**src/rtl/fifo_sched_pkg.sv**
```systemverilog
// Shared state encoding and helpers for the FIFO read-port scheduler.
// Optional behaviour in fifo_rd_sched is selected by FIFO_SCHED_EMPTY_REL_EN.
package fifo_sched_pkg;

    localparam logic [0:0] ST_IDLE  = 1'b0;
    localparam logic [0:0] ST_BURST = 1'b1;

    function automatic int unsigned clog2(input int unsigned n);
        int unsigned r;
        r = 0;
        for (int i = 0; i < 32; i++) begin
            if ((64'd1 << i) < 64'(n)) r = unsigned'(i + 1);
        end
        return r;
    endfunction

    // Index of the set bit; a zero vector maps to 0.
    function automatic logic [3:0] oh2idx(input logic [15:0] oh);
        logic [3:0] idx;
        idx = '0;
        for (int i = 0; i < 16; i++) begin
            if (oh[i]) idx = idx | 4'(i);
        end
        return idx;
    endfunction

endpackage

```
**src/rtl/rr_pick.sv**
```systemverilog
// Combinational round-robin picker: first asserted request after 'last', wrapping.
module rr_pick #(
    parameter int unsigned NREQ = 4,
    parameter int unsigned IDW  = 2
) (
    input  logic [NREQ-1:0] req,
    input  logic [IDW-1:0]  last,
    output logic [IDW-1:0]  pick,
    output logic            any
);

    always_comb begin
        logic [IDW-1:0] idx;
        pick = '0;
        any  = 1'b0;
        idx  = '0;
        for (int unsigned k = 1; k <= NREQ; k++) begin
            idx = IDW'((32'(last) + k) % NREQ);
            if (!any && req[idx]) begin
                any  = 1'b1;
                pick = idx;
            end
        end
    end

endmodule

```
**src/rtl/fifo_rd_sched.sv**
```systemverilog
// Round-robin burst scheduler sharing one FIFO read port among NREQ consumers.
// Define FIFO_SCHED_EMPTY_REL_EN to release the grant when the FIFO runs empty.
module fifo_rd_sched
    import fifo_sched_pkg::*;
#(
    parameter int unsigned NREQ  = 4,
    parameter int unsigned BURST = 4,
    parameter int unsigned IDW   = 2
) (
    input  logic            rclk,
    input  logic            reset_L,
    input  logic [NREQ-1:0] req,
    input  logic            empty,
    output logic            pop,
    output logic [NREQ-1:0] gnt,
    output logic            rd_valid,
    output logic [IDW-1:0]  rd_id,
    output logic            busy
);

    localparam int unsigned CW = clog2(BURST) + 1;

    logic [0:0]      state_q, state_d;
    logic [NREQ-1:0] gnt_q, gnt_d;
    logic [IDW-1:0]  last_q, last_d;
    logic [CW-1:0]   count_q, count_d;
    logic            rd_valid_q;
    logic [IDW-1:0]  rd_id_q;

    logic [IDW-1:0]  id;
    logic [IDW-1:0]  pick;
    logic            any;
    logic            req_id;
    logic            leave;

    rr_pick #(
        .NREQ (NREQ),
        .IDW  (IDW)
    ) u_pick (
        .req  (req),
        .last (last_q),
        .pick (pick),
        .any  (any)
    );

    assign id     = IDW'(oh2idx(16'(gnt_q)));
    assign req_id = req[id];
    assign busy   = (state_q == ST_BURST);
    assign pop    = busy && req_id && !empty;

    // Burst ends on its last allowed pop or when the owner withdraws.
    always_comb begin
        leave = 1'b0;
        if (busy) begin
            if (pop) begin
                leave = (count_q == CW'(BURST - 1));
            end else if (!req_id) begin
                leave = 1'b1;
            end
`ifdef FIFO_SCHED_EMPTY_REL_EN
            else if (empty) begin
                leave = 1'b1;
            end
`endif
        end
    end

    always_comb begin
        state_d = state_q;
        gnt_d   = gnt_q;
        last_d  = last_q;
        count_d = count_q;
        case (state_q)
            ST_IDLE: begin
                if (any && !empty) begin
                    state_d     = ST_BURST;
                    gnt_d       = '0;
                    gnt_d[pick] = 1'b1;
                    last_d      = pick;
                    count_d     = '0;
                end
            end
            ST_BURST: begin
                if (leave) begin
                    state_d = ST_IDLE;
                    gnt_d   = '0;
                    count_d = '0;
                end else if (pop) begin
                    count_d = count_q + CW'(1);
                end
            end
            default: begin
                state_d = ST_IDLE;
                gnt_d   = '0;
                count_d = '0;
            end
        endcase
    end

    always_ff @(posedge rclk or negedge reset_L) begin
        if (!reset_L) begin
            state_q    <= ST_IDLE;
            gnt_q      <= '0;
            last_q     <= IDW'(NREQ - 1);
            count_q    <= '0;
            rd_valid_q <= 1'b0;
            rd_id_q    <= '0;
        end else begin
            state_q    <= state_d;
            gnt_q      <= gnt_d;
            last_q     <= last_d;
            count_q    <= count_d;
            rd_valid_q <= pop;
            rd_id_q    <= id;
        end
    end

    assign gnt      = gnt_q;
    assign rd_valid = rd_valid_q;
    assign rd_id    = rd_id_q;

endmodule

```
**config.mk**
```make
export PLATFORM = sky130hd
export DESIGN_NAME = fifo_rd_sched
export DESIGN_NICKNAME = d
export VERILOG_FILES = /design/src/rtl/fifo_sched_pkg.sv /design/src/rtl/rr_pick.sv /design/src/rtl/fifo_rd_sched.sv
export SDC_FILE = /design/constraint.sdc
export NUM_CORES = 1
export LEC_CHECK = 0
export ABC_CLOCK_PERIOD_IN_PS = 1500
export CORE_MARGIN = 5
export CORE_UTILIZATION = 42
export DETAILED_ROUTE_END_ITERATION = 6
export GPL_TIMING_DRIVEN = 0
export PLACE_DENSITY = 0.72
export SLEW_MARGIN = 20
export SYNTH_ARGS = -nofsm -noshare
export SYNTH_HDL_FRONTEND = slang
export SYNTH_SLANG_ARGS = --single-unit
```
**constraint.sdc**
```tcl
create_clock -name rclk -period 1.5 [get_ports rclk]
set_clock_uncertainty 0.2 [all_clocks]
set_input_delay 0.3 -clock rclk [delete_from_list [all_inputs] [get_ports rclk]]
set_output_delay 0.3 -clock rclk [all_outputs]
set_load 0.05 [all_outputs]
```
==> parameters.txt, run 1 <==
Parameter                              Value

Worst setup path
  R2r startpoint ... gnt[1]$_DFFE_PN0P_
  Register-to-register setup slack ... -0.39 ns
  Startpoint class of the critical path ... flop
  Critical path arrival ... 1.60 ns
  Cell depth of the worst flop-to-flop path ... 5
  Critical path start-end classification ... flop to primary output
  End of the worst register-to-register path ... gnt[0]$_DFFE_PN0P_
  Endpoint type of the worst setup path ... primary output
  Required time reported for the critical path endpoint ... 1.00 ns
  Crit Path Max Fanout ... 5

Cells and area
  Fraction of layout instances using a drive strength above 1 ... 36.78%
  Post-synthesis to final-layout area growth ... 39.54%
  Nets ... 97
  Final instance area ... 918.4 µm²
  Most frequent standard cell in the layout excluding fill and tap cells ... sky130_fd_sc_hd__dfrtp_1
  Number of antenna diodes ... 0
  Commonest cells after routing, fill and taps aside ... sky130_fd_sc_hd__dfrtp_1, sky130_fd_sc_hd__nor2_1
  Number of inserted filler cells in the final layout ... 139
  Final core utilization ... between 60% and 70%

Pwr
  Pwr per Cell Area ... 2245 nW/µm²
  Maximum VDD drop ... 1.106 mV
  Total power after layout ... 0.002062 W
  Leak Pwr ... 0.4145 nW

Global routing
  All-Layer GR Usage ... 14.81%
  Pin count of the biggest net entering global routing ... 14
  Initial antenna violation count ... 0
  Via count of the first global-routing pass ... 626
  GR Overflow Total ... 0
  Wire length of the first global-routing pass ... 2863 µm

Die
  Die extent in y ... 49.59 µm
  Area of the placeable core ... approximately 1500 µm²
  Top Ports ... 16
  Width of the die ... 49.59 µm
  Die area ... 2459 µm²
  Initial Utilization ... 44.20%
  Cell row count ... 14

Routing
  Post-DR vias/cell ... 5.660
  Total DRC errors in the routed layout ... 0
  First-pass DRT Iterations ... 4
  Total wirelength of the detailed-routed design ... between 1500 and 2000 µm
  Routed vias ... 583
  Post-route ant nets ... 0
  Post-Route M1 WL ... 730 µm
  DR top layer ... met4
  Met2 WL post-DR ... around 760 µm
  Detailed router's first-iteration violation count ... 2
  Mean routed wirelength per cell ... 15.53 µm
  Met3 routed wirelength ... 73 µm

Place
  Buffers on Ports ... 15
  Final Wtd Congestion ... 0.7314
  Placed Area ... around 850 µm²
  Worst-case setup slack after placement ... -1.263 ns

Run status
  Outcome ... finished, violations left
  Violations in the final reports ... setup timing

STA
  Tcrit/Tclk final ... 140.1%
  F_max ... 475.7 MHz
  Final worst setup slack ... -0.6021 ns
  Total setup violations reported at the end of the flow ... 9
  Worst slew margin relative to its limit ... between 60% and 70%
  Number of hold violations in the final report ... 0
  Transition time at the pin with the least slew margin ... around 0.59 ns
  Setup TNS after final layout ... -3.325 ns
  Post-route minimum period ... 2.102 ns
  Slew Limit Fails ... 0
  Unrepaired setup endpoints after global routing ... yes

Clocking
  Cell chosen for the clock root ... sky130_fd_sc_hd__clkbuf_4
  TritonCTS buffer count ... 3
  Clock transition at path regs ... 0.08 ns
  Clock net sink count ... 13
  Total of hold buffers inserted after clock tree synthesis ... 0
  Max H-tree Level ... 1
  Buffers from clock root to sink, at most ... 2
  Source-to-sink clock delay at the later pin of the worst-skew pair ... 0.28 ns
  TritonCTS clock tree ... built

Yosys
  Mean area per synthesized cell ... 10.62 µm²
  Yosys cell types ... 27
  Share of synthesized area occupied by flip-flops and latches ... about half
  Mapped Cells ... 62
  Synthesized flop and latch total ... 13
  Yosys synthesis warning count ... 0
  Synthesized area ... between 600 and 700 µm²
  Total nets after synthesis ... 71

Min path
  Class of the worst hold path ... input port to async pin

Flow run
  Total of max-cap violations ... 0
flip-flops by register name, summed over array words and instances, names as in the netlist:
register	flops
busy	1
count_q	3
gnt	4
last_q	2
rd_id	2
rd_valid	1
critical path, cell delays in order, from the launching register on:
cell and delay, ns:
sky130_fd_sc_hd__dfrtp_2 0.44, sky130_fd_sc_hd__or2_4 0.24, sky130_fd_sc_hd__o32a_1 0.32, sky130_fd_sc_hd__nand3_2 0.11, sky130_fd_sc_hd__nor2_4 0.05, sky130_fd_sc_hd__buf_6 0.16
where the power goes:
| part | internal [W] | switching, W |
|---|---|---|
| logic | 0.000475 | 0.000719 |
| registers | 0.000516 | 0.000127 |
| clock network | 0.000103 | 0.000122 |
| total | 0.00109 | 0.000968 |
per-stage QoR:
step / std cells / hold WS (ns)
final: 103 / 0.1869
after global placement: 93 / 0.2754
after floorplan: 62 / -0.1956
after CTS: 103 / 0.2044
after detailed placement: 93 / 0.2799
after global routing: 103 / 0.2319
area by class of cell:
type                    count  area, µm²  area share [%]
well taps                  16      20.02           2.180
repair buffers             21      168.9           18.39
flip-flops and latches     13      332.8           36.24
multi-input cells          44      351.6           38.28
clock buffers               4      26.28           2.861
inverters                   5      18.77           2.044
worst max path at each step:
| stage | slack [ns] | to | start |
|---|---|---|---|
| global placement | -1.25 | pop | req[0] |
| floorplan | -0.35 | gnt[1]$_DFFE_PN0P_ | gnt[3]$_DFFE_PN0P_ |
| CTS | -0.62 | pop | gnt[3]$_DFFE_PN0P_ |
| finish | -0.60 | pop | gnt[1]$_DFFE_PN0P_ |
| global route | -0.68 | pop | gnt[1]$_DFFE_PN0P_ |
| detailed placement | -1.26 | pop | req[0] |
metal layers:
metal | vias to the layer above | GRT usage (%)
li1 | 284 | -
met1 | 280 | 18.42
met2 | 14 | 22.25
met3 | 5 | 4.217
met4 | 0 | 9.170
met5 | - | 0
timing repair:
action | 4_1_cts | 5_1_grt
pin swaps | 3 | 3
gates cloned | 0 | 0
endpoints found under the setup margin | 20 | 17
resized for setup | 51 | 13
buffers inserted | 6 | 1
synthesized netlist by cell type:
cell                       number  area share, %
sky130_fd_sc_hd__a21oi_1        3            2.3
sky130_fd_sc_hd__a31oi_1        1           0.95
sky130_fd_sc_hd__nor2b_1        4            3.8
sky130_fd_sc_hd__o21a_1         1            1.1
sky130_fd_sc_hd__nand2b_1       2            1.9
sky130_fd_sc_hd__or2_1          2            1.9
sky130_fd_sc_hd__o311ai_0       1            1.3
sky130_fd_sc_hd__nor4_1         1           0.95
sky130_fd_sc_hd__o21bai_1       1            1.1
sky130_fd_sc_hd__a21o_1         2            2.3
sky130_fd_sc_hd__mux2i_1        1            1.5
sky130_fd_sc_hd__nand4_1        1           0.95
sky130_fd_sc_hd__o32a_1         1            1.5
sky130_fd_sc_hd__a32o_1         4            6.1
sky130_fd_sc_hd__o311a_1        1            1.5
sky130_fd_sc_hd__inv_1          5            2.9
sky130_fd_sc_hd__a31o_2         1            1.3
sky130_fd_sc_hd__nor2_1         7            4.0
sky130_fd_sc_hd__a211o_1        1            1.3
sky130_fd_sc_hd__o21ai_0        1           0.76
sky130_fd_sc_hd__nor3_2         1            1.5
sky130_fd_sc_hd__nand3_1        1           0.76
sky130_fd_sc_hd__dfrtp_1       11             42
sky130_fd_sc_hd__ha_1           2            3.8
sky130_fd_sc_hd__dfstp_2        2            8.0
sky130_fd_sc_hd__mux2_2         1            1.7
sky130_fd_sc_hd__o22ai_1        3            2.9
logic make-up (layout without fill, tap and decap cells):
logic type / Yosys count / after routing / synth area share [%]
compound gates: 21 / 21 / 24.53
flops: 13 / 13 / 49.81
mux: 2 / 2 / 3.232
fa+ha+maj: 2 / 2 / 3.802
buf+inv: 5 / 30 / 2.852
simple gates: 19 / 19 / 15.78
Power figures use the tool's default switching activity.
==> inputs of run 2 (changes only) <==
Settings changed: ABC_CLOCK_PERIOD_IN_PS 1500 to 2250, CORE_UTILIZATION 42 to 46, PLACE_DENSITY 0.72 to 0.75.
Clock period 1.5 ns to 2.25 ns, I/O delays scaled along.
==> run 2 against run 1 <==
The flow still finishes with violations (setup timing). Register-to-register slack improved by 0.69 ns. Die area decreased by 7.0%. Combinational power decreased by 36%. Final area decreased by 3.0%. Total power decreased by 35%. First-iteration DRC count increased to 4.0 times the previous value. Sequential power decreased by 34%. Sequential cell count unchanged. Routed wire length decreased by 8.0%. Clock power decreased by 35%. Critical path type unchanged. Critical endpoint unchanged. Largest cell class is now registers. Largest power group unchanged. Highest routed layer unchanged.
==> parameters.txt, run 2 (synthesis results as in run 1) <==
Parameter                              Value

Run status
  Outcome ... finished, violations left (unchanged)
  Violations in the final reports ... setup timing (unchanged)

Clocking
  Total of hold buffers inserted after clock tree synthesis ... 0 (unchanged)
  Clock transition at path regs ... 0.08 ns (about the same)
  Cell chosen for the clock root ... sky130_fd_sc_hd__clkbuf_4 (unchanged)
  Source-to-sink clock delay at the later pin of the worst-skew pair ... 0.28 ns (about the same)
  Buffers from clock root to sink, at most ... 2 (unchanged)
  TritonCTS buffer count ... 3 (unchanged)
  Clock net sink count ... 13 (unchanged)
  Max H-tree Level ... 1 (unchanged)
  TritonCTS clock tree ... built (unchanged)

Cells and area
  Post-synthesis to final-layout area growth ... 35.36% (was 39.54%)
  Nets ... 94 (was 97)
  Most frequent standard cell in the layout excluding fill and tap cells ... sky130_fd_sc_hd__dfrtp_1 (unchanged)
  Commonest cells after routing, fill and taps aside ... sky130_fd_sc_hd__dfrtp_1, sky130_fd_sc_hd__clkdlybuf4s50_1, sky130_fd_sc_hd__nor2_1 (was sky130_fd_sc_hd__dfrtp_1, sky130_fd_sc_hd__nor2_1)
  Fraction of layout instances using a drive strength above 1 ... 17.86% (was 36.78%)
  Largest register FFs ... 4 (unchanged)
  Number of inserted filler cells in the final layout ... 105 (was 139)
  Final core utilization ... 66.79% (was 61.68%)
  Multi-input combinational cell area ... 324.1 µm² (was 351.6 µm²)
  Final instance area ... 890.9 µm² (was 918.4 µm²)
  Total area of sequential cells ... 329.1 µm² (was 332.8 µm²)
  Number of antenna diodes ... 0 (unchanged)

Routing
  Routed vias ... 574 (was 583)
  Post-DR vias/cell ... 5.798 (was 5.660)
  Detailed router's first-iteration violation count ... 8 (was 2)
  Total wirelength of the detailed-routed design ... 1472 µm (was 1600 µm)
  Mean routed wirelength per cell ... 14.87 µm (was 15.53 µm)
  First-pass DRT Iterations ... 5 (was 4)
  Post-route ant nets ... 0 (unchanged)
  Total DRC errors in the routed layout ... 0 (unchanged)

Place
  Worst-case setup slack after placement ... -0.8358 ns (was -1.263 ns)
  Buffers on Ports ... 15 (unchanged)
  HPWL reported at the end of detailed placement ... between 1000 and 1500 µm
  Final Wtd Congestion ... 0.7342 (was 0.7314)
  Placed Area ... 834.6 µm² (was 852.1 µm²)

Worst setup path
  Critical path arrival ... 1.61 ns (was 1.60 ns)
  Critical path start-end classification ... flop to primary output (unchanged)
  Endpoint type of the worst setup path ... primary output (unchanged)
  Startpoint class of the critical path ... flop (unchanged)
  Crit Path Max Fanout ... 5 (unchanged)
  Required time reported for the critical path endpoint ... 1.60 ns (was 1.00 ns)

Pwr
  Pwr per Cell Area ... 1499 nW/µm² (was 2245 nW/µm²)
  Total power after layout ... 0.001336 W (was 0.002062 W)
  Sequential power share ... 31.7% (was 31.2%)
  Leak Pwr ... 0.4108 nW (was 0.4145 nW)
  Switching power as a share of total power ... 46.64% (was 46.95%)
  Net load switching power ... 0.0006230 W (was 0.0009681 W)
  Internal power contribution ... 0.0007127 W (was 0.001094 W)
  Maximum VDD drop ... 0.8240 mV (was 1.106 mV)
  Comb power frac ... 57.3% (was 57.9%)
  Clk pwr share ... 11.0% (was 10.9%)

STA
  Slew Limit Fails ... 0 (unchanged)
  Minimum hold slack ... 0.2846 ns (was 0.1869 ns)
  Post-route minimum period ... 2.261 ns
  Unrepaired setup endpoints after global routing ... yes (unchanged)
  Worst slew margin relative to its limit ... 62.50% (was 60.39%)
  F_max ... 442.3 MHz
  Tcrit/Tclk final ... 100.5%
  Final worst setup slack ... -0.01077 ns (was -0.6021 ns)
  Transition time at the pin with the least slew margin ... 0.5607 ns (was 0.5924 ns)
  Number of hold violations in the final report ... 0 (unchanged)
  Total setup violations reported at the end of the flow ... 1 (was 9)

Global routing
  GR Overflow Total ... 0 (unchanged)
  Pin count of the biggest net entering global routing ... 14 (unchanged)
  Initial antenna violation count ... 0 (unchanged)
  Wire length of the first global-routing pass ... 2394 µm (was 2863 µm)
  Via count of the first global-routing pass ... 559 (was 626)
  All-Layer GR Usage ... 15.30% (was 14.81%)

Die
  Initial Utilization ... 49.34% (was 44.20%)
  Width of the die ... 47.83 µm (was 49.59 µm)
  Cell row count ... 13 (was 14)
  Die extent in y ... 47.83 µm (was 49.59 µm)
  Top Ports ... 16 (unchanged)
  Area of the placeable core ... 1334 µm² (was 1489 µm²)
  Die area ... 2287 µm² (was 2459 µm²)

Flow run
  Total of max-cap violations ... 0 (unchanged)

Min path
  Class of the worst hold path ... flop to flop (was input port to async pin)
==> run 2: changes by cell type in the layout (fill, tap and decap cells not counted), sizes merged <==
cell / previous run / this run
dlygate4sd2: 5 / 4
clkdlybuf4s50: 1 / 8
clkbuf: 5 / 4
dlymetal6s2s: 0 / 2
buf: 14 / 4
==> run 2: metrics by stage <==
| step | instances | TNS (ns) |
|---|---|---|
| after floorplan | 62 | 0 |
| after global placement | 92 | -0.8153 |
| after detailed placement | 92 | -0.8358 |
| after CTS | 99 | -0.01178 |
| after global routing | 99 | -0.08119 |
| final | 99 | -0.01077 |
==> run 2: worst max-delay path, cell delays in order, from the launching register on <==
cell and delay, ns:
sky130_fd_sc_hd__dfrtp_1 0.44, sky130_fd_sc_hd__or2_1 0.27, sky130_fd_sc_hd__a211o_1 0.31, sky130_fd_sc_hd__nand3_2 0.12, sky130_fd_sc_hd__nor2_4 0.04, sky130_fd_sc_hd__buf_6 0.16
==> run 2: area by class of cell <==
cell class,instances,area share [%]
Clock buffer,4,2.949
Multi-Input combinational cell,44,36.38
Sequential cell,13,36.94
Tap cell,15,2.107
Timing Repair Buffer,18,19.52
Inverter,5,2.107
==> run 2: repair_timing <==
| action | in CTS | in global routing |
|---|---|---|
| buffers inserted | 3 | 0 |
| pin swaps | 4 | 0 |
| setup endpoints to repair | 1 | 4 |
| gates resized for setup | 12 | 3 |
==> run 2: final timing paths <==
| kind | start | endpoint | slack [ns] | cells past startpoint |
|---|---|---|---|---|
| worst max-delay path | gnt[3]$_DFFE_PN0P_ | pop | -0.01 | 5 |
| worst min-delay path | count_q[0]$_DFFE_PN0P_ | count_q[0]$_DFFE_PN0P_ | 0.28 | 1 |
| worst max register to register | gnt[3]$_DFFE_PN0P_ | gnt[3]$_DFFE_PN0P_ | 0.30 | 5 |
| worst min register to register | count_q[0]$_DFFE_PN0P_ | count_q[0]$_DFFE_PN0P_ | 0.28 | 1 |
| max in group asynchronous | reset_L | gnt[1]$_DFFE_PN0P_ | 1.12 | 1 |
| min in group asynchronous | reset_L | count_q[2]$_DFFE_PN0P_ | 0.33 | 1 |
==> run 2: power by group through the flow <==
stage / Clock [W] / Sequential, W / Combinational [W]
global placement: 0 / 0.000418 / 0.000708
finish: 0.000147 / 0.000424 / 0.000765
global route: 0.000165 / 0.000437 / 0.000821
CTS: 0.000150 / 0.000421 / 0.000768
floorplan: 0 / 0.000614 / 0.000304
detailed placement: 0 / 0.000424 / 0.000720
==> run 2: metal layers <==
layer  track usage [%]  vias to the layer above  routed length (µm)
met3             5.263                        6                  83
met2             23.75                       17                 661
met4             7.527                        0                  30
met1             18.84                      267                 697
li1                  -                      284                   -
met5                 0                        -                   0
==> inputs of run 3 (changes only) <==
--- a/config.mk
+++ b/config.mk
@@ -7,4 +7,5 @@
 export LEC_CHECK = 0
 export ABC_CLOCK_PERIOD_IN_PS = 2250
+export CAP_MARGIN = 0
 export CORE_MARGIN = 5
 export CORE_UTILIZATION = 46
--- a/constraint.sdc
+++ b/constraint.sdc
@@ -3,3 +3,3 @@
 set_input_delay 0.45 -clock rclk [delete_from_list [all_inputs] [get_ports rclk]]
 set_output_delay 0.45 -clock rclk [all_outputs]
-set_load 0.05 [all_outputs]
+set_load 0.1 [all_outputs]
==> run 3 against run 2 <==
The flow still finishes with violations (setup timing). Non-clock buffer count increased by 2. Global-route usage rose by 0.78 points. Worst hold slack got worse by 0.0078 ns. Clock-buffer cell count stayed put. Sequential share of layout area is 0.13 points lower. Critical endpoint unchanged. Die area did not move. Largest cell class unchanged. Routed wire length grew 1.6%. Fmax decreased by 4.4%. Critical path depth stayed put. Sequential cell count did not move. Final area is 3.8% higher.
==> parameters.txt, run 3 (synthesis results as in run 1) <==
Parameter                              Value

Routing
  Met3 routed wirelength ... 139 µm (was 83 µm)
  Met2 WL post-DR ... 703 µm (was 661 µm)
  DR top layer ... met4 (unchanged)
  Post-route ant nets ... 0 (unchanged)
  Total DRC errors in the routed layout ... 0 (unchanged)
  Mean routed wirelength per cell ... 14.80 µm (was 14.87 µm)
  Post-DR vias/cell ... 5.822 (was 5.798)
  Detailed router's first-iteration violation count ... 6 (was 8)
  Total wirelength of the detailed-routed design ... 1495 µm (was 1472 µm)
  First-pass DRT Iterations ... 4 (was 5)
  Post-Route M1 WL ... 641 µm (was 697 µm)
  Routed vias ... 588 (was 574)

Clocking
  Source-to-sink clock delay at the later pin of the worst-skew pair ... 0.27 ns (was 0.28 ns)
  Cell chosen for the clock root ... sky130_fd_sc_hd__clkbuf_4 (unchanged)
  Total of hold buffers inserted after clock tree synthesis ... 0 (unchanged)
  Buffers from clock root to sink, at most ... 2 (unchanged)
  TritonCTS clock tree ... built (unchanged)
  TritonCTS buffer count ... 3 (unchanged)
  Clock net sink count ... 13 (unchanged)
  Max H-tree Level ... 1 (unchanged)
  Clock transition at path regs ... 0.08 ns (about the same)

Die
  Width of the die ... 47.83 µm (unchanged)
  Die extent in y ... 47.83 µm (unchanged)
  Top Ports ... 16 (unchanged)
  Initial Utilization ... 49.34% (unchanged)
  Cell row count ... 13 (unchanged)
  Die area ... 2287 µm² (unchanged)
  Area of the placeable core ... 1334 µm² (unchanged)

STA
  Unrepaired setup endpoints after global routing ... yes (unchanged)
  F_max ... 423.1 MHz (was 442.3 MHz)
  Transition time at the pin with the least slew margin ... 0.9542 ns (was 0.5607 ns)
  Slew Limit Fails ... 0 (unchanged)
  Final worst setup slack ... -0.1138 ns (was -0.01077 ns)
  Number of hold violations in the final report ... 0 (unchanged)
  Tcrit/Tclk final ... 105.1% (was 100.5%)
  Total setup violations reported at the end of the flow ... 1 (unchanged)
  Post-route minimum period ... 2.364 ns (was 2.261 ns)
  Minimum hold slack ... 0.2769 ns (was 0.2846 ns)
  Worst slew margin relative to its limit ... 36.64% (was 62.50%)

Cells and area
  Largest register FFs ... 4 (unchanged)
  Fraction of layout instances using a drive strength above 1 ... 26.74% (was 17.86%)
  Nets ... 96 (was 94)
  Total area of sequential cells ... 340.3 µm² (was 329.1 µm²)
  Multi-input combinational cell area ... 330.3 µm² (was 324.1 µm²)
  Most frequent standard cell in the layout excluding fill and tap cells ... sky130_fd_sc_hd__dfrtp_1 (unchanged)
  Post-synthesis to final-layout area growth ... 40.49% (was 35.36%)
  Number of inserted filler cells in the final layout ... 115 (was 105)
  Number of antenna diodes ... 0 (unchanged)
  Number of cells in the finished layout apart from fillers ... 101 (was 99)
  Final instance area ... 924.6 µm² (was 890.9 µm²)
  Commonest cells after routing, fill and taps aside ... sky130_fd_sc_hd__dfrtp_1, sky130_fd_sc_hd__nor2_1, sky130_fd_sc_hd__dlygate4sd2_1 (was sky130_fd_sc_hd__dfrtp_1, sky130_fd_sc_hd__clkdlybuf4s50_1, sky130_fd_sc_hd__nor2_1)

Run status
  Outcome ... finished, violations left (unchanged)
  Violations in the final reports ... setup timing (unchanged)

Worst setup path
  Critical path arrival ... 1.71 ns (was 1.61 ns)
  Crit Path Max Fanout ... 4 (was 5)
  End of the worst register-to-register path ... count_q[1]$_DFFE_PN0P_ (was gnt[3]$_DFFE_PN0P_)
  Cell depth of the worst flop-to-flop path ... 5 (unchanged)
  Endpoint type of the worst setup path ... primary output (unchanged)
  Register-to-register setup slack ... 0.24 ns (was 0.30 ns)
  Critical path start-end classification ... flop to primary output (unchanged)
  Startpoint class of the critical path ... flop (unchanged)
  R2r startpoint ... gnt[1]$_DFFE_PN0P_ (was gnt[3]$_DFFE_PN0P_)
  Required time reported for the critical path endpoint ... 1.60 ns (about the same)

Global routing
  Wire length of the first global-routing pass ... 2490 µm (was 2394 µm)
  Pin count of the biggest net entering global routing ... 14 (unchanged)
  All-Layer GR Usage ... 16.08% (was 15.30%)
  Initial antenna violation count ... 0 (unchanged)
  Via count of the first global-routing pass ... 588 (was 559)
  GR Overflow Total ... 0 (unchanged)

Min path
  Class of the worst hold path ... flop to flop (unchanged)
  Destination of the worst hold path ... count_q[0]$_DFFE_PN0P_ (unchanged)
  Beginning of the worst hold path ... count_q[0]$_DFFE_PN0P_ (unchanged)
  Worst Hold Path Cells ... 1 (unchanged)

Place
  Buffers on Ports ... 15 (unchanged)
  HPWL reported at the end of detailed placement ... 1136 µm (was 1069 µm)
  Cell Count Post-Placement ... 92 (unchanged)
  Final Wtd Congestion ... 0.7590 (was 0.7342)
  Worst-case setup slack after placement ... -1.158 ns (was -0.8358 ns)
  Placed Area ... 855.8 µm² (was 834.6 µm²)

Flow run
  Total of max-cap violations ... 0 (unchanged)
[run 3: changes by cell type in the layout (fill, tap and decap cells not counted), sizes merged]
cell           change
dlygate4sd2        +2
clkdlybuf4s50      -5
clkdlybuf4s15      +2
buf                +2
clkbuf             +1
[run 3: area by class of cell]
class                      instances  area share [%]
sequential                        13           36.81
clock buffer                       4           2.842
multi-input combinational         44           35.72
tap                               15           2.030
timing repair buffer              20           20.57
inverter                           5           2.030
[run 3: layer usage]
layer / track usage, % / up-vias
met3: 2.256 / 2
met1: 19.58 / 273
met2: 27.44 / 29
met5: 0 / -
met4: 8.065 / 0
li1: - / 284
[run 3: critical path: stages, from the launching register on]
cell	delay, ns
sky130_fd_sc_hd__dfrtp_4	0.50
sky130_fd_sc_hd__or2_4	0.26
sky130_fd_sc_hd__o32a_1	0.34
sky130_fd_sc_hd__nand3_2	0.11
sky130_fd_sc_hd__nor2_4	0.05
sky130_fd_sc_hd__buf_12	0.17
[run 3: through the flow]
step / util (%) / TNS (ns)
4_1_cts: 66.04 / -0.1871
6_report: 69.32 / -0.1138
5_1_grt: 69.32 / -0.1607
3_3_place_gp: 64.17 / -1.133
3_5_place_dp: 64.17 / -1.158
2_1_floorplan: - / -0.04414
[run 3: worst max-delay path by stage]
stage                to          startpoint  slack [ns]  cells after the start
floorplan           pop  gnt[2]$_DFFE_PN0P_       -0.04                      4
global placement    pop              req[0]       -1.13                      6
detailed placement  pop              req[0]       -1.16                      6
CTS                 pop              req[2]       -0.19                      5
global route        pop  gnt[1]$_DFFE_PN0P_       -0.16                      5
finish              pop  gnt[1]$_DFFE_PN0P_       -0.11                      5
[run 3: timing repair]
item,4_1_cts,5_1_grt
resized for setup,18,7
gates cloned,0,0
endpoints found under the hold margin,0,0
pin swaps,0,5
setup endpoints to repair,9,4
setup buffers,0,5
Power of run 3 is not shown: default switching activity piles up to over one toggle a cycle in this logic, so the estimate is an artifact.
==> RTL change 1 (config.mk and constraints of run 2) <==
`NREQ` is set to 4 in 2 places; all go to 8.
--- a/src/rtl/rr_pick.sv
+++ b/src/rtl/rr_pick.sv
@@ -1,5 +1,5 @@
 // Combinational round-robin picker: first asserted request after 'last', wrapping.
 module rr_pick #(
-    parameter int unsigned NREQ = 4,
+    parameter int unsigned NREQ = 8,
     parameter int unsigned IDW  = 2
 ) (
--- a/src/rtl/fifo_rd_sched.sv
+++ b/src/rtl/fifo_rd_sched.sv
@@ -4,5 +4,5 @@
     import fifo_sched_pkg::*;
 #(
-    parameter int unsigned NREQ  = 4,
+    parameter int unsigned NREQ  = 8,
     parameter int unsigned BURST = 4,
     parameter int unsigned IDW   = 2
Ports: changed (resized gnt and req); port bits go from 16 to 24. No check against the original RTL was run, so the function may have changed too.
==> RTL change 1 against run 2 <==
  * The flow still finishes with violations (setup timing)
  * Non-clock buffer count grew 6
  * Maximum frequency fell by 0.58%
  * Cell count up 20%
  * Cell area up 11%
  * Setup slack worse by 0.013 ns
  * Sequential cell count is the same
  * Area after synthesis up 9.1%
  * Register-to-register slack better by 0.09 ns
  * Total power is 9.9% higher
  * Sequential share of layout area decreased by 3.3 points
  * Wire length increased by 14%
==> RTL change 1: results (changes against run 2) <==
status: "finished, violations left"
violations: "setup timing"
fillers: 120  # +14%
synthTopCellsByArea: "dfrtp_1 (38%), dfstp_2 (7.3%), nand2_1 (6.3%)"
slew_headroom_pct: 61.4  # -1.1 points
num_vias: 653  # +14%
place_congestion: 0.796  # +8.5%
grt_pass1_wl_mm: 2.86  # +19%
finalSetupTns_ns: -0.0240  # -0.0132 ns
hold_path_depth: 2  # +1
synth_seq_area_share_pct: 45.6  # -4.2 points
r2r_end: "count_q[0]"
port_buffers: 15  # unchanged
setup_viol: 1  # unchanged
reg2reg_slack_ns: 0.39  # +0.09 ns
ys_top_cells_by_count: "nand2_1 (12), dfrtp_1 (11), inv_1 (6)"
drive_above_1_share_pct: 24.3  # +6.4 points
firstDrtPassIters: 4  # -1
min_from: "last_q[0]"
whs_ns: 0.304  # +0.0197 ns
synth_ff_type: "dfrtp_1"
whs_endpoint: "last_q[0]"
grt_pass1_vias: 664  # +19%
dp.cells: 110  # +20%
setup_ws_ns: -0.0240  # -0.0132 ns
h-tree-depth: 1  # unchanged
hold_class: "register to register"
p_leak_nw: 0.479  # +17%
drt_iter0_markers: 19  # +11
postSynthCellCount: 76  # +23%
routedWlPerCell_um: 14.1  # -5.0%
grtUsageTotal_pct: 14.9  # -0.40 points
dp_hpwl_mm: 1.23  # +15%
critPathMaxFanout: 4  # -1
slowest_stage: "dfrtp_2"
antenna_found_initial: 0  # unchanged
yosysUniqueCellTypes: 29  # +7.4%
vdd_ir_drop_max_mv: 0.681  # -17%
fin_cells: 119  # +20%
RTL change 1: cell type report:
type / count / area [um2] / area share (%)
well taps: 16 / 20.0 / 2.03
clock buffers: 4 / 26.3 / 2.66
plain buffers: 4 / 30.0 / 3.05
flip-flops and latches: 13 / 332 / 33.6
multi-input cells: 56 / 368 / 37.3
inverters: 6 / 22.5 / 2.28
repair buffers: 20 / 188 / 19.0
RTL change 1: what timing repair did:
action,4_1_cts,5_1_grt
gates cloned,0,0
buffers inserted,4,1
setup endpoints to repair,2,2
pin swaps,3,3
hold buffers,0,0
gates resized for setup,14,3
RTL change 1: worst max path at each step:
stage	slack, ns	end	cells after the start	from
floorplan	0.06	pop	4	gnt[2]
global placement	-0.86	pop	6	req[0]
detailed placement	-0.91	pop	6	req[0]
CTS	-0.02	pop	5	gnt[3]
global route	-0.1	pop	5	gnt[3]
finish	-0.02	pop	5	gnt[3]
RTL change 1: metal layers:
layer	vias to the layer above	routed length, um	global-route usage [%]
met2	21	860	24.2
met5	-	0	0
met4	0	34	6.55
met3	5	105	4.52
met1	308	681	18.0
li1	319	-	-
RTL change 1: where the power goes:
| part | internal [W] | total (W) | switching [W] |
|---|---|---|---|
| sequential | 0.000342 | 0.000430 | 0.0000877 |
| combinational | 0.000360 | 0.000887 | 0.000527 |
| clock | 0.0000689 | 0.000152 | 0.0000827 |
RTL change 1: logic make-up (layout without fill, tap and decap cells):
kind of cell	Yosys count	in the layout	synth area share, %
AO/OA/AOI/OAI	23	23	23.9
adder cells (fa/ha/maj)	2	2	3.48
buffers and inverters	10	34	7.32
flip-flops	13	13	45.6
other	1	4	0.522
AND/OR/NAND/NOR	27	27	19.2
RTL change 1: worst register-to-register path: cells and delay by family, from the launching register on:
kind	cells	cell delay, ns
AOI/OAI and AO/OA	3	0.68
DFF	1	0.44
and+or+nand+nor	1	0.26
buffers and inverters	1	0.16
RTL change 1: through the flow:
step / worst slack [ns] / util [%] / power [W] / instance area [um2]
detailed placement: -0.906 / 61.4 / 0.00123 / 915
finish: -0.0240 / 66.2 / 0.00147 / 986
floorplan: 0.0579 / - / 0.000991 / 744
CTS: -0.0151 / 65.2 / 0.00145 / 971
global placement: -0.858 / 61.4 / 0.00121 / 915
global route: -0.0968 / 66.2 / 0.00157 / 986
==> RTL change 2 (flow settings as in run 2) <==
Made on the original files. Compare `count_q` against `CW'(BURST - 1)` with >= in place of ==.
--- a/src/rtl/fifo_rd_sched.sv
+++ b/src/rtl/fifo_rd_sched.sv
@@ -54,5 +54,5 @@
         if (busy) begin
             if (pop) begin
-                leave = (count_q == CW'(BURST - 1));
+                leave = (count_q >= CW'(BURST - 1));
             end else if (!req_id) begin
                 leave = 1'b1;
Formal check against the unedited RTL: same outputs for any inputs over 10 cycles, from zero or initial values and one cycle with reset_L low; that may be too few to reach the edited logic, so the function may still have changed.
==> RTL change 2 against run 2 <==
  * Cell area rose by 2.9%
  * Setup slack improved by 0.0017 ns
  * Highest routed layer unchanged
  * First-iteration DRC count rose by 25%
  * Worst hold slack improved by 0.022 ns
  * Sequential cell count did not move
  * The flow still finishes with violations (setup timing)
  * Area after synthesis rose by 5.3%
  * Total power rose by 2.3%
  * Largest cell class is now multi-input gates
  * Wire length fell by 5.0%
  * Largest power group unchanged
  * Combinational power rose by 1%
  * Non-clock buffer count fell by 2
  * Maximum frequency barely moved
==> RTL change 2: results (changes against run 2) <==
status: "finished, violations left"
violations: "setup timing"
multi_input_cells: 46  # +4.5%
setup_viol: 1  # unchanged
drt_iter0_markers: 10  # +2
multi_input_area_um2: 373  # +15%
swShare_pct: 46.5  # -0.11 points
cts_resized: 14  # +2
reg2reg_slack_ns: 0.33  # +0.03 ns
n_all_inverters: 3  # -2
synthTopCellsByArea: "dfrtp_1 (40%), dfstp_2 (7.6%), o2bb2ai_1 (5.1%)"
via_per_inst: 5.73  # -1.1%
ys_top_cells_by_count: "dfrtp_1 (11), nand2_1 (5), o2bb2ai_1 (4)"
synthAdderAreaFrac_pct: 3.61  # -0.19 points
syn2layout_area_growth_pct: 32.3
synth_compound_area_share_pct: 24.0  # -0.52 points
layout.nonclk_buf_share_pct: 17.1  # -2.5 points
clk_share_pct: 2.86  # -0.085 points
post_cts_buffers: 1  # -2
drive_above_1_share_pct: 25.6  # +7.8 points
finalNetCount: 92  # -2.1%
slowest_delay_ns: 0.55  # +0.11 ns
r2r_end: "gnt[0]"
place_congestion: 0.744  # +1.3%
avgSynthCellArea_um2: 11.2  # +5.3%
grt_pass1_vias: 528  # -5.5%
critPathMaxFanout: 6  # +1
p_leak_nw: 0.403  # -1.9%
synthMuxAreaShare_pct: 6.14  # +2.9 points
rr_worst_depth: 6  # +1
buffers: 16  # -2
wl_mm: 1.40  # -5.0%
setup_ws_ns: -0.00904  # +0.00173 ns
p_comb_share_pct: 56.6  # -0.7 points
switching_power_w: 0.000636  # +2.1%
critPathTopFamily: "simple AND/OR/NAND/NOR gates"
die_w_um: 48.8  # +2.1%
-- RTL change 2: cell count changes after synthesis, moves of 2 or more --
cell       delta
or2_1         -2
inv_1         -2
nor2_1        -4
nand2_1       +5
nand2b_1      -2
o22ai_1       -3
o2bb2ai_1     +4
nor2b_1       -2
or2_2         +2
a32o_1        -2
-- RTL change 2: worst min path at each step --
stage,from,end,slack (ns),cells after the start
2_1_floorplan,reset_L,busy,-0.05,0
3_3_place_gp,gnt[0],gnt[0],0.28,1
3_5_place_dp,gnt[0],gnt[0],0.28,1
4_1_cts,gnt[0],gnt[0],0.31,1
5_1_grt,gnt[0],gnt[0],0.35,1
6_report,gnt[0],gnt[0],0.31,1
-- RTL change 2: per-layer routing --
metal,global-route usage [%],wire (um),part of all wire (%),vias up
met2,16.3,608,43,12
li1,-,-,-,282
met3,3.98,77,5.5,5
met1,16.0,684,49,263
met4,7.62,28,2.0,0
met5,0,0,0,-
